`src/rtl/alarm_signal_driver.sv`:
```
// alarm_signal_driver
//   Turns a single-cycle start pulse into a repeating alarm pattern: groups of
//   BEEPS tone bursts separated by OFF gaps, with a longer silent GAP after
//   each group. Repeats until a stop pulse, a reset, or MAX_BURSTS groups have
//   played (MAX_BURSTS = 0 repeats forever).
//
// Ports
//   clk_i     system clock, everything on the rising edge
//   rst_ni    synchronous active-low reset
//   start_i   1-cycle trigger pulse, ignored while the pattern is running
//   stop_i    1-cycle stop pulse, aborts the pattern at the next edge
//   buzzer_o  square wave (half-period TONE_HALF clocks) while in ON, else 0
//   led_o     1 while in ON
//   active_o  1 while in ON, OFF or GAP
//   done_o    1-cycle pulse when the pattern ends after MAX_BURSTS groups
//
// State | meaning
// ------+-------------------------------------------------------------
// IDLE  | silent, waiting for start
// ON    | tone burst, led lit, buzzer toggling
// OFF   | silence between beeps of one group
// GAP   | silence after the last beep of a group
module alarm_signal_driver #(
  parameter int unsigned ON_CYCLES  = 50_000_000,
  parameter int unsigned OFF_CYCLES = 25_000_000,
  parameter int unsigned GAP_CYCLES = 100_000_000,
  parameter int unsigned BEEPS      = 3,
  parameter int unsigned MAX_BURSTS = 30,
  parameter int unsigned TONE_HALF  = 25_000
) (
  input  logic clk_i,
  input  logic rst_ni,
  input  logic start_i,
  input  logic stop_i,
  output logic buzzer_o,
  output logic led_o,
  output logic active_o,
  output logic done_o
);

  localparam logic [1:0] ST_IDLE = 2'd0;
  localparam logic [1:0] ST_ON   = 2'd1;
  localparam logic [1:0] ST_OFF  = 2'd2;
  localparam logic [1:0] ST_GAP  = 2'd3;

  localparam int unsigned MAX_ON_OFF = (ON_CYCLES > OFF_CYCLES) ? ON_CYCLES : OFF_CYCLES;
  localparam int unsigned MAX_CYC    = (MAX_ON_OFF > GAP_CYCLES) ? MAX_ON_OFF : GAP_CYCLES;

  localparam int PH_W    = $clog2(MAX_CYC) + 1;
  localparam int BEEP_W  = $clog2(BEEPS) + 1;
  // With no burst limit the counter only needs to saturate, so a byte is plenty.
  localparam int BURST_W = (MAX_BURSTS == 0) ? 8 : $clog2(MAX_BURSTS) + 1;
  localparam int TONE_W  = $clog2(TONE_HALF) + 1;

  localparam logic [PH_W-1:0]    ON_LAST    = PH_W'(ON_CYCLES - 1);
  localparam logic [PH_W-1:0]    OFF_LAST   = PH_W'(OFF_CYCLES - 1);
  localparam logic [PH_W-1:0]    GAP_LAST   = PH_W'(GAP_CYCLES - 1);
  localparam logic [BEEP_W-1:0]  BEEP_LAST  = BEEP_W'(BEEPS - 1);
  localparam logic [BURST_W-1:0] BURST_LAST = (MAX_BURSTS == 0) ? '0 : BURST_W'(MAX_BURSTS - 1);
  localparam logic [BURST_W-1:0] BURST_SAT  = {BURST_W{1'b1}};
  localparam logic [TONE_W-1:0]  TONE_LAST  = TONE_W'(TONE_HALF - 1);

  logic [1:0]         state_q,  state_d;
  logic [PH_W-1:0]    phase_q,  phase_d;
  logic [BEEP_W-1:0]  beep_q,   beep_d;
  logic [BURST_W-1:0] burst_q,  burst_d;
  logic [TONE_W-1:0]  tone_q,   tone_d;
  logic               tone_lvl_q, tone_lvl_d;
  logic               led_q,    led_d;
  logic               active_q, active_d;
  logic               done_q,   done_d;

  // ------------------------------------------------------------------
  // Pattern sequencing
  // ------------------------------------------------------------------
  always_comb begin
    state_d = state_q;
    phase_d = phase_q + 1'b1;
    beep_d  = beep_q;
    burst_d = burst_q;
    done_d  = 1'b0;

    case (state_q)
      ST_IDLE: begin
        phase_d = '0;
        if (start_i && !stop_i) begin
          state_d = ST_ON;
          beep_d  = '0;
          burst_d = '0;
        end
      end

      ST_ON: begin
        if (phase_q == ON_LAST) begin
          phase_d = '0;
          state_d = (beep_q == BEEP_LAST) ? ST_GAP : ST_OFF;
        end
      end

      ST_OFF: begin
        if (phase_q == OFF_LAST) begin
          phase_d = '0;
          state_d = ST_ON;
          beep_d  = beep_q + 1'b1;
        end
      end

      ST_GAP: begin
        if (phase_q == GAP_LAST) begin
          phase_d = '0;
          if ((MAX_BURSTS != 0) && (burst_q == BURST_LAST)) begin
            state_d = ST_IDLE;
            beep_d  = '0;
            burst_d = '0;
            done_d  = 1'b1;
          end else begin
            state_d = ST_ON;
            beep_d  = '0;
            if (burst_q != BURST_SAT) begin
              burst_d = burst_q + 1'b1;
            end
          end
        end
      end

      default: begin
        state_d = ST_IDLE;
        phase_d = '0;
        beep_d  = '0;
        burst_d = '0;
      end
    endcase

    // Stop wins over every transition above, including the final GAP exit,
    // so an aborted pattern never reports done.
    if (stop_i && (state_q != ST_IDLE)) begin
      state_d = ST_IDLE;
      phase_d = '0;
      beep_d  = '0;
      burst_d = '0;
      done_d  = 1'b0;
    end
  end

  // ------------------------------------------------------------------
  // Buzzer tone: level starts high on each ON entry, toggles every
  // TONE_HALF clocks while ON stays, and is forced low elsewhere.
  // ------------------------------------------------------------------
  always_comb begin
    tone_d     = '0;
    tone_lvl_d = 1'b0;
    if (state_d == ST_ON) begin
      if (state_q != ST_ON) begin
        tone_d     = '0;
        tone_lvl_d = 1'b1;
      end else if (tone_q == TONE_LAST) begin
        tone_d     = '0;
        tone_lvl_d = ~tone_lvl_q;
      end else begin
        tone_d     = tone_q + 1'b1;
        tone_lvl_d = tone_lvl_q;
      end
    end
  end

  // Outputs are decoded from next-state values and registered, giving one
  // cycle of latency from a start/stop edge with no input-to-output path.
  always_comb begin
    led_d    = (state_d == ST_ON);
    active_d = (state_d != ST_IDLE);
  end

  always_ff @(posedge clk_i) begin
    if (!rst_ni) begin
      state_q    <= ST_IDLE;
      phase_q    <= '0;
      beep_q     <= '0;
      burst_q    <= '0;
      tone_q     <= '0;
      tone_lvl_q <= 1'b0;
      led_q      <= 1'b0;
      active_q   <= 1'b0;
      done_q     <= 1'b0;
    end else begin
      state_q    <= state_d;
      phase_q    <= phase_d;
      beep_q     <= beep_d;
      burst_q    <= burst_d;
      tone_q     <= tone_d;
      tone_lvl_q <= tone_lvl_d;
      led_q      <= led_d;
      active_q   <= active_d;
      done_q     <= done_d;
    end
  end

  assign buzzer_o = tone_lvl_q;
  assign led_o    = led_q;
  assign active_o = active_q;
  assign done_o   = done_q;

endmodule
```
`config.mk`:
```
export PLATFORM = sky130hd
export DESIGN_NAME = alarm_signal_driver
export DESIGN_NICKNAME = d
export VERILOG_FILES = /design/src/rtl/alarm_signal_driver.sv
export SDC_FILE = /design/constraint.sdc
export NUM_CORES = 1
export LEC_CHECK = 0
export BUFFER_PORTS_ARGS = -buffer_cell sky130_fd_sc_hd__buf_2
export CORE_ASPECT_RATIO = 0.8
export CORE_MARGIN = 4
export CORE_UTILIZATION = 55
export CTS_BUF_LIST = sky130_fd_sc_hd__clkbuf_8
export DETAILED_ROUTE_END_ITERATION = 10
export PLACE_DENSITY = 0.72
export SYNTH_ARGS = -nofsm -noshare
export SYNTH_HDL_FRONTEND = slang
export SYNTH_SLANG_ARGS = --single-unit
```
`constraint.sdc`:
```
create_clock -name clk_i -period 2.65 [get_ports clk_i]
set_clock_uncertainty 0.05 [all_clocks]
set_input_delay 0.1325 -clock clk_i [delete_from_list [all_inputs] [get_ports clk_i]]
set_output_delay 0.1325 -clock clk_i [all_outputs]
set_load 0.01 [all_outputs]
```
==> out/qor.txt, run 1 <==
Status = completed
First-pass GRT wire length = 10.9 mm
Post-CTS sizing = 0
Ys async rst share = 0%
DP HPWL = 4.36 mm
Total Routed Length = 6.27 mm
Clk Latency, worst-skew pair = 0.34 ns
Fin Setup TNS = 0 ns
Slowest-stage cell, CP = or4_4
M1 GR Usage = 28.2%
Dpl cells = 415
Diode count = 0
Period utilization = 88.2%
Final setup fails = 0
Post-layout net count = 374
Compound-Gate Fraction of Synth Area = 8.51%
Synthesized net count = 362
Root buffer cell = clkbuf_8
Avg Synthesized Cell Area = 8.48 sq um
Post-route DRC = 0
MaxCap Viol Count = 0
Worst-margin pin slew = 0.727 ns
Leakage = 0.00108 uW
Initial Utilization = 58.3%
Die height = 73.9 microns
Fmax = 428 MHz
Layout area overhead = 12.1%
Synth Warn # = 0
Dominant synthesized flop cell = dfxtp_1
Crit path kind = reg -> reg
Layout cells sized above 1 = 10.6%
Met3 usage = 6.76%
Cells after synthesis = 352
Detailed Routing Iterations Pass 1 = 4
Critical path required time = 2.87 ns
Routed wire per std cell = 14.5 microns
Design Power = 1990 uW
Vias in the first global route = 2376
EDFF count, synth = 0
# port buffers = 7
Synth Area in Simple Gates = 34.3%
Register area share after synthesis = 39.6%
Ports = 8
Initial antenna violation count = 0
Critical-path maximum fanout = 6
Post-synthesis cell area = 0.00298 sq mm
Vias/cell = 5.95
Slew Limit Fails = 0
Core ar. = 0.00512 sq mm
Total die area = 0.00668 sq mm
Crit. End Element = flop
CTS tree = done
Gr ovfl total = 0
Main combinational cell family by area after synthesis = simple AND/OR/NAND/NOR gates
Worst-path cell chain = or4_4 -> nor4_4 -> a31oi_1 -> or4_1 -> a21oi_1
CTS buffer count = 9
Relative slew slack = 51.0%
Fin crit period = 2.34 ns
Clk slew on worst S/H paths = 0.06 ns
Detail Route Antenna Nets = 0
Crit path DAT = 2.55 ns
Die Wd = 90.4 microns
Post-synthesis register bit count = 59
Adder-cell share of the synthesized area = 2.52%
GRT met2 Usage = 30.0%
Vias = 2564
Hold Buf Count CTS = 0
Synth cell types = 49
Iter 0 DRT Violations = 92
Commonest non-fill, non-tap cells in the layout = nor2_1 (59), dfxtp_1 (59), nand2_1 (28), xnor2_1 (21)
Gr usage total = 20.4%
CTS HTree Levels = 3
Gpl congestion = 0.836
Max clock buf depth = 2
Non-Filler Instances = 431
Pwr Density = 594 mW/mm^2
# clock sinks = 59
Final hold violation count = 0
Crit-path max cell delay = 0.59 ns
Peak VDD IR = 0.385 mV
Mux cell area share after synthesis = 0.335%
Largest net degree at the start of global routing = 23
Most Used Layer, Global Route = met2
Row count = 23
XOR/XNOR share of the synthesized area = 12.0%
RSZ-0062 raised after global routing = false
Min-delay worst type = in -> reg
Setup Buffers After CTS = 0
Startpoint types = flop
layer usage:
layer  vias up  routed length [microns]
met5         -                        0
met4         0                       84
met3        14                      359
met2        75                     2620
met1      1197                     3200
li1       1278                        -
cell families after synthesis:
logic type      count (synthesis)
mux                             1
flops                          59
xor+xnor                       41
fa+ha+maj                       6
simple gates                  190
buf+inv                        20
compound gates                 35
cells in the mapped netlist (2+ instances only):
cell / n / area, sq um
and2_1: 4 / 25.0
nand3_1: 20 / 100
xor2_1: 20 / 175
nand4_1: 13 / 81.3
or4_1: 6 / 45.0
nand2_1: 28 / 105
nand4b_1: 5 / 43.8
nor2_1: 59 / 221
dfxtp_1: 59 / 1180
nor4_4: 2 / 42.5
inv_1: 10 / 37.5
a21oi_1: 4 / 20.0
and3_1: 5 / 31.3
o21ai_0: 8 / 40.0
nand2b_1: 2 / 12.5
a211oi_1: 2 / 15.0
or3_1: 4 / 25.0
a31oi_1: 3 / 18.8
and4_1: 5 / 43.8
clkbuf_1: 6 / 22.5
nor2b_1: 3 / 18.8
nor4_1: 7 / 43.8
buf_2: 4 / 20.0
a31o_2: 2 / 17.5
or4b_2: 2 / 20.0
xnor2_1: 21 / 184
nand3b_1: 4 / 30.0
nor4b_1: 2 / 17.5
ha_1: 6 / 75.1
nor3_1: 14 / 70.1
o211ai_1: 4 / 30.0
critical path, delay by kind of cell (launching register included):
kind,cells,cell delay [ns]
flops,1,0.36
compound gates,2,0.31
simple gates,3,1.55
sequential cells by signal, indices dropped and copies added (netlist names):
signal    flops
phase_q      28
tone_q       16
burst_q       6
beep_q        3
state_q       2
active_o      1
buzzer_o      1
done_o        1
led_o         1
final cells by class:
class	count	area [sq um]
Sequential cell	59	1180
Multi-Input combinational cell	273	1720
Timing Repair Buffer	11	65.1
Fill cell	444	1780
Clock inverter	4	95.1
Clock buffer	12	165
Tap cell	62	77.6
Inverter	10	37.5
worst paths after layout:
path / from / to / slack, ns / cells past startpoint
max reg2reg: phase_q[8] / burst_q[5] / 0.31 / 5
min reg2reg: tone_q[0] / tone_q[0] / 0.41 / 1
max: phase_q[8] / burst_q[5] / 0.31 / 5
min: stop_i / led_o / 0.07 / 3
power by group:
part           total (uW)  leakage, uW  switching (uW)  internal (uW)
combinational        41.5     0.000475            27.0           14.5
sequential            895     0.000476            3.92            891
clock                1050     0.000133             349            700
total                1990      0.00108             380           1610
per-stage QoR:
stage	hold slack, ns	setup slack (ns)	instance area [sq um]	util [%]
final	0.0717	0.312	3340	65.3
after global routing	0.0837	0.201	3340	65.3
after CTS	0.0610	0.320	3340	65.3
after detailed placement	0.392	0.361	3080	60.2
after global placement	0.382	0.408	3080	60.2
after floorplan	0.229	0.498	2980	-
Note: power is estimated with default switching activity, not from simulation.
==> run 2: changes to the inputs <==
--- a/config.mk
+++ b/config.mk
@@ -6,7 +6,6 @@
 export NUM_CORES = 1
 export LEC_CHECK = 0
 export BUFFER_PORTS_ARGS = -buffer_cell sky130_fd_sc_hd__buf_2
-export CORE_ASPECT_RATIO = 0.8
 export CORE_MARGIN = 4
 export CORE_UTILIZATION = 55
 export CTS_BUF_LIST = sky130_fd_sc_hd__clkbuf_8
==> run 2 against run 1 <==
Against the previous run: sequential share of layout area rose by 0.69 points; combinational power barely moved; critical path depth did not move; clock-buffer cell count fell by 1; first-iteration DRC count rose by 62%; critical endpoint is now burst_q[1]; highest routed layer unchanged.
==> out/qor.txt, run 2 (synthesized netlist as in run 1, its figures left out) <==
Routed wire per std cell = 13.4 microns (-7.7%)
Switch share = 21.1% (+1.9 points)
Clk slew on worst S/H paths = 0.07 ns (about the same)
Footprint of the multi-input gates = 0.00172 sq mm (unchanged)
Fin Setup TNS = 0 ns (unchanged)
Register share of total power = 51.3% (+6.2 points)
Hold Buf Count CTS = 0 (unchanged)
Vias = 2475 (-3.5%)
Peak VDD IR = 0.370 mV (-3.8%)
Relative slew slack = 59.2% (+8.2 points)
Post-CTS sizing = 0 (unchanged)
Commonest non-fill, non-tap cells in the layout = nor2_1 (59), dfxtp_1 (59), nand2_1 (28), xnor2_1 (21)
Worst-margin pin slew = 0.606 ns (-0.122 ns)
Clk Latency, worst-skew pair = 0.33 ns (about the same)
Crit path kind = reg -> reg
Hold endpoint = burst_q[0]
Die height = 81.7 microns (+11%)
Fin Hold WS = 0.0596 ns (-0.0120 ns)
Ports = 8 (unchanged)
Post-layout net count = 373 (-0.27%)
Core ar. = 0.00517 sq mm (+0.98%)
Layout area overhead = 9.94%
Fin crit period = 2.31 ns (-0.0313 ns)
Critical path required time = 2.80 ns (-0.07 ns)
CTS buffer count = 9 (unchanged)
MaxCap Viol Count = 0 (unchanged)
Slew Limit Fails = 0 (unchanged)
Crit path DAT = 2.45 ns (-0.10 ns)
Critical-path maximum fanout = 6 (unchanged)
# port buffers = 7 (unchanged)
DP HPWL = 4.20 mm (-3.6%)
Internal power = 1380 uW (-14%)
Leakage = 0.00105 uW (-2.8%)
Placed cell area = 0.00309 sq mm (about the same)
Biggest regs = phase_q: 28 flops, tone_q: 16 flops, burst_q: 6 flops
Startpoint types = flop
Final setup fails = 0 (unchanged)
Setup Buffers After CTS = 0 (unchanged)
R2R Setup Slk = 0.34 ns (+0.03 ns)
Gr usage total = 19.5% (-0.86 points)
Crit. End Element = flop
Clk pwr share = 46.4% (-6.4 points)
Post-route DRC = 0 (unchanged)
Largest net degree at the start of global routing = 23 (unchanged)
Worst R2R End = burst_q[1]
Hold Path Origin = rst_ni
RSZ-0062 raised after global routing = false
R2r startpoint = phase_q[8]
Gr ovfl total = 0 (unchanged)
Detail Route Antenna Nets = 0 (unchanged)
Pwr Density = 532 mW/mm^2 (-10%)
Reg with most FFs = phase_q
Status = completed
Iter 0 DRT Violations = 149 (+62%)
First-pass GRT wire length = 10.2 mm (-6.7%)
Initial antenna violation count = 0 (unchanged)
Detailed Routing Iterations Pass 1 = 4 (unchanged)
Total Routed Length = 5.87 mm (-6.4%)
Cell area after layout = 0.00328 sq mm (-1.9%)
CTS tree = done
Diode count = 0 (unchanged)
Row count = 26 (+13%)
Total die area = 0.00667 sq mm (-0.11%)
Fill cell count = 439 (-1.1%)
Min-delay worst type = in -> reg
Combinational Power Share = 2.4% (+0.3 points)
Largest register FFs = 28 (unchanged)
Layout cells sized above 1 = 9.54% (-1.0 points)
CTS HTree Levels = 3 (unchanged)
Fmax = 433 MHz (+1.4%)
# clock sinks = 59 (unchanged)
Max clock buf depth = 2 (unchanged)
Reg2Reg Depth = 5 (unchanged)
Gpl congestion = 0.857 (+2.5%)
Period utilization = 87.1% (-1.2 points)
Vias in the first global route = 2254 (-5.1%)
Util after Layout = 63.4% (-1.9 points)
Vias/cell = 5.66 (-4.8%)
FF+latch area = 0.00118 sq mm (unchanged)
Switching pwr = 368 uW (-3.2%)
Final hold violation count = 0 (unchanged)
WHS Path Cells = 3 (unchanged)
Die Wd = 81.7 microns (-9.6%)
Root buffer cell = clkbuf_8
Initial Utilization = 57.7% (-0.56 points)
-- run 2: how the worst max path moves through the flow --
stage	slack, ns	end	from	cells after the start
4_1_cts	0.34	burst_q[1]	phase_q[8]	5
3_3_place_gp	0.39	burst_q[5]	phase_q[8]	5
2_1_floorplan	0.50	active_o	phase_q[16]	5
6_report	0.34	burst_q[1]	phase_q[8]	5
3_5_place_dp	0.37	burst_q[1]	phase_q[8]	5
5_1_grt	0.18	burst_q[1]	phase_q[8]	5
-- run 2: worst max-delay path, cell delays in order, from the launching register on --
cell	delay [ns]
dfxtp_1	0.36
or4_4	0.60
nor4_4	0.38
nand3_1	0.15
o311ai_0	0.54
a21oi_1	0.09
-- run 2: power by group through the flow --
stage	clock network, uW	logic (uW)	registers (uW)
3_5_place_dp	0	41.2	915
4_1_cts	823	41.6	895
5_1_grt	870	46.6	895
6_report	809	41.4	895
2_1_floorplan	0	28.9	914
3_3_place_gp	0	41.4	915
-- run 2: layer usage --
| metal | wire length (microns) | track usage [%] | vias to the layer above |
|---|---|---|---|
| met5 | 0 | 0 | - |
| met4 | 76 | 8.97 | 0 |
| met3 | 234 | 4.61 | 8 |
| met2 | 2620 | 29.6 | 39 |
| met1 | 2930 | 26.2 | 1148 |
| li1 | - | - | 1280 |
-- run 2: stage by stage --
stage	std cells	setup WS, ns	power (uW)
after floorplan	352	0.498	943
after global placement	422	0.387	956
after detailed placement	422	0.368	956
after CTS	437	0.337	1760
after global routing	437	0.179	1810
final	437	0.343	1750
-- run 2: layout make-up --
cell class,count,area share (%)
Clock buffer,11,4.61
Timing Repair Buffer,10,1.75
Clock inverter,4,1.30
Multi-Input combinational cell,273,52.5
Tap cell,70,2.67
Sequential cell,59,36.0
Inverter,10,1.14
==> run 3: changes to the inputs <==
--- a/config.mk
+++ b/config.mk
@@ -7,10 +7,10 @@
 export LEC_CHECK = 0
 export BUFFER_PORTS_ARGS = -buffer_cell sky130_fd_sc_hd__buf_2
 export CORE_MARGIN = 4
-export CORE_UTILIZATION = 55
+export CORE_UTILIZATION = 64
 export CTS_BUF_LIST = sky130_fd_sc_hd__clkbuf_8
 export DETAILED_ROUTE_END_ITERATION = 10
-export PLACE_DENSITY = 0.72
+export PLACE_DENSITY = 0.81
 export SYNTH_ARGS = -nofsm -noshare
 export SYNTH_HDL_FRONTEND = slang
 export SYNTH_SLANG_ARGS = --single-unit
==> run 3 against run 2 <==
Against the previous run: routed wire length increased by 5.3%; sequential share of layout area grew 0.53 points; clock-buffer cell count fell by 2; register-to-register slack better by 0.03 ns; highest routed layer unchanged.
==> out/qor.txt, run 3 (synthesized netlist as in run 1, its figures left out) <==
CTS buffer count = 9 (unchanged)
Post-route DRC = 0 (unchanged)
Crit path kind = reg -> reg
Post-CTS sizing = 0 (unchanged)
MaxCap Viol Count = 0 (unchanged)
Commonest non-fill, non-tap cells in the layout = nor2_1 (59), dfxtp_1 (59), nand2_1 (28), xnor2_1 (21)
Fin Setup TNS = 0 ns (unchanged)
Worst-path cell chain = or4_4 -> nor4_4 -> a21oi_1 -> a22oi_2 -> buf_4 -> nor2_1
Diode count = 0 (unchanged)
Root buffer cell = clkbuf_8
Critical-path maximum fanout = 22 (+16)
Startpoint types = flop
# clock sinks = 59 (unchanged)
Detailed Routing Iterations Pass 1 = 4 (unchanged)
Status = completed
Max clock buf depth = 2 (unchanged)
Family with the most delay on the worst path = simple AND/OR/NAND/NOR gates
Clk Latency, worst-skew pair = 0.33 ns (about the same)
RSZ-0062 raised after global routing = false
Gr usage total = 22.4% (+2.9 points)
Vias in the first global route = 2290 (+1.6%)
Initial antenna violation count = 0 (unchanged)
Crit. End Element = flop
Core ar. = 0.00444 sq mm (-14%)
Dpl cells = 404 (-4.3%)
Biggest regs = phase_q: 28 flops, tone_q: 16 flops, burst_q: 6 flops
Relative slew slack = 56.5% (-2.7 points)
Non-Filler Instances = 417 (-4.6%)
Initial Utilization = 67.1% (+9.5 points)
Vias/cell = 6.18 (+9.2%)
Post-layout net count = 373 (unchanged)
Final setup fails = 0 (unchanged)
Pwr Density = 518 mW/mm^2 (-2.6%)
Vias = 2578 (+4.2%)
Hold Buf Count CTS = 0 (unchanged)
Reg with most FFs = phase_q
Largest net degree at the start of global routing = 23 (unchanged)
First-pass GRT wire length = 10.6 mm (+3.7%)
Peak VDD IR = 0.325 mV (-12%)
Detail Route Antenna Nets = 0 (unchanged)
Gpl congestion = 0.844 (-1.5%)
DP HPWL = 4.25 mm (+1.1%)
Critical path required time = 2.82 ns (+0.02 ns)
Total die area = 0.00582 sq mm (-13%)
Period utilization = 85.9% (-1.2 points)
Final hold violation count = 0 (unchanged)
Layout cells sized above 1 = 9.59% (+0.052 points)
CTS tree = done
Routed wire per std cell = 14.8 microns (+10%)
# port buffers = 7 (unchanged)
Ports = 8 (unchanged)
Crit-path max cell delay = 0.59 ns (about the same)
Critical path buffer and inverter count = 1 (+1)
Largest register FFs = 28 (unchanged)
Min-delay worst type = in -> reg
Clk slew on worst S/H paths = 0.06 ns (about the same)
Crit path DAT = 2.45 ns (about the same)
Row count = 24 (-7.7%)
Fin Hold WS = 0.0768 ns (+0.0172 ns)
Die height = 76.3 microns (-6.6%)
CTS HTree Levels = 3 (unchanged)
Leakage = 0.00104 uW (-1.6%)
Iter 0 DRT Violations = 264 (+77%)
Die Wd = 76.3 microns (-6.6%)
Gr ovfl total = 0 (unchanged)
Layout area overhead = 8.34%
Setup Buffers After CTS = 0 (unchanged)
Slowest-stage cell, CP = or4_4
Total Routed Length = 6.17 mm (+5.3%)
Fmax = 439 MHz (+1.3%)
Fin crit period = 2.28 ns (-0.0306 ns)
Slew Limit Fails = 0 (unchanged)
Worst-margin pin slew = 0.645 ns (+0.0398 ns)
## run 3: changes by cell type in the layout (fill, tap and decap cells not counted), sizes merged
| cell | delta |
|---|---|
| inv | -2 |
| clkbuf | -2 |
| clkinv | +2 |
## run 3: path summary, 6_finish.rpt
path         startpoint           to  slack, ns  depth (start not counted)
min reg2reg   tone_q[0]    tone_q[0]       0.40                          1
min              rst_ni   burst_q[0]       0.08                          3
max          phase_q[8]  phase_q[20]       0.37                          6
max reg2reg  phase_q[8]  phase_q[20]       0.37                          6
## run 3: report_power, final
part / leakage, uW / switching [uW] / total [uW] / internal [uW]
logic: 0.000470 / 27.9 / 42.4 / 14.5
clock network: 0.0000906 / 325 / 738 / 413
registers: 0.000476 / 3.98 / 895 / 891
## run 3: metal layers
layer	global-route usage (%)	wire length, microns	up-vias
met4	9.96	121	0
met5	0	0	-
li1	-	-	1281
met3	8.04	372	14
met1	28.7	2820	1198
met2	33.7	2860	85
## run 3: per-stage QoR
step	area, sq um	util [%]	power, uW	setup WS [ns]
2_1_floorplan	2980	-	943	0.498
3_3_place_gp	3060	68.9	956	0.413
3_5_place_dp	3060	68.9	956	0.387
4_1_cts	3230	72.7	1690	0.383
5_1_grt	3230	72.7	1740	0.171
6_report	3230	72.7	1680	0.374
## run 3: worst reg2reg max path, stage by stage, from the launching register on
cell,delay (ns)
dfxtp_1,0.35
or4_4,0.59
nor4_4,0.40
a21oi_1,0.20
a22oi_2,0.22
buf_4,0.27
nor2_1,0.09
## run 3: layout make-up
cell class                      instances  area [sq um]
Clock inverter                          4          45.0
Clock buffer                            9           124
Fill cell                             355          1210
Multi-Input combinational cell        273          1720
Tap cell                               52          65.1
Sequential cell                        59          1180
Inverter                               10          37.5
Timing Repair Buffer                   10          57.6
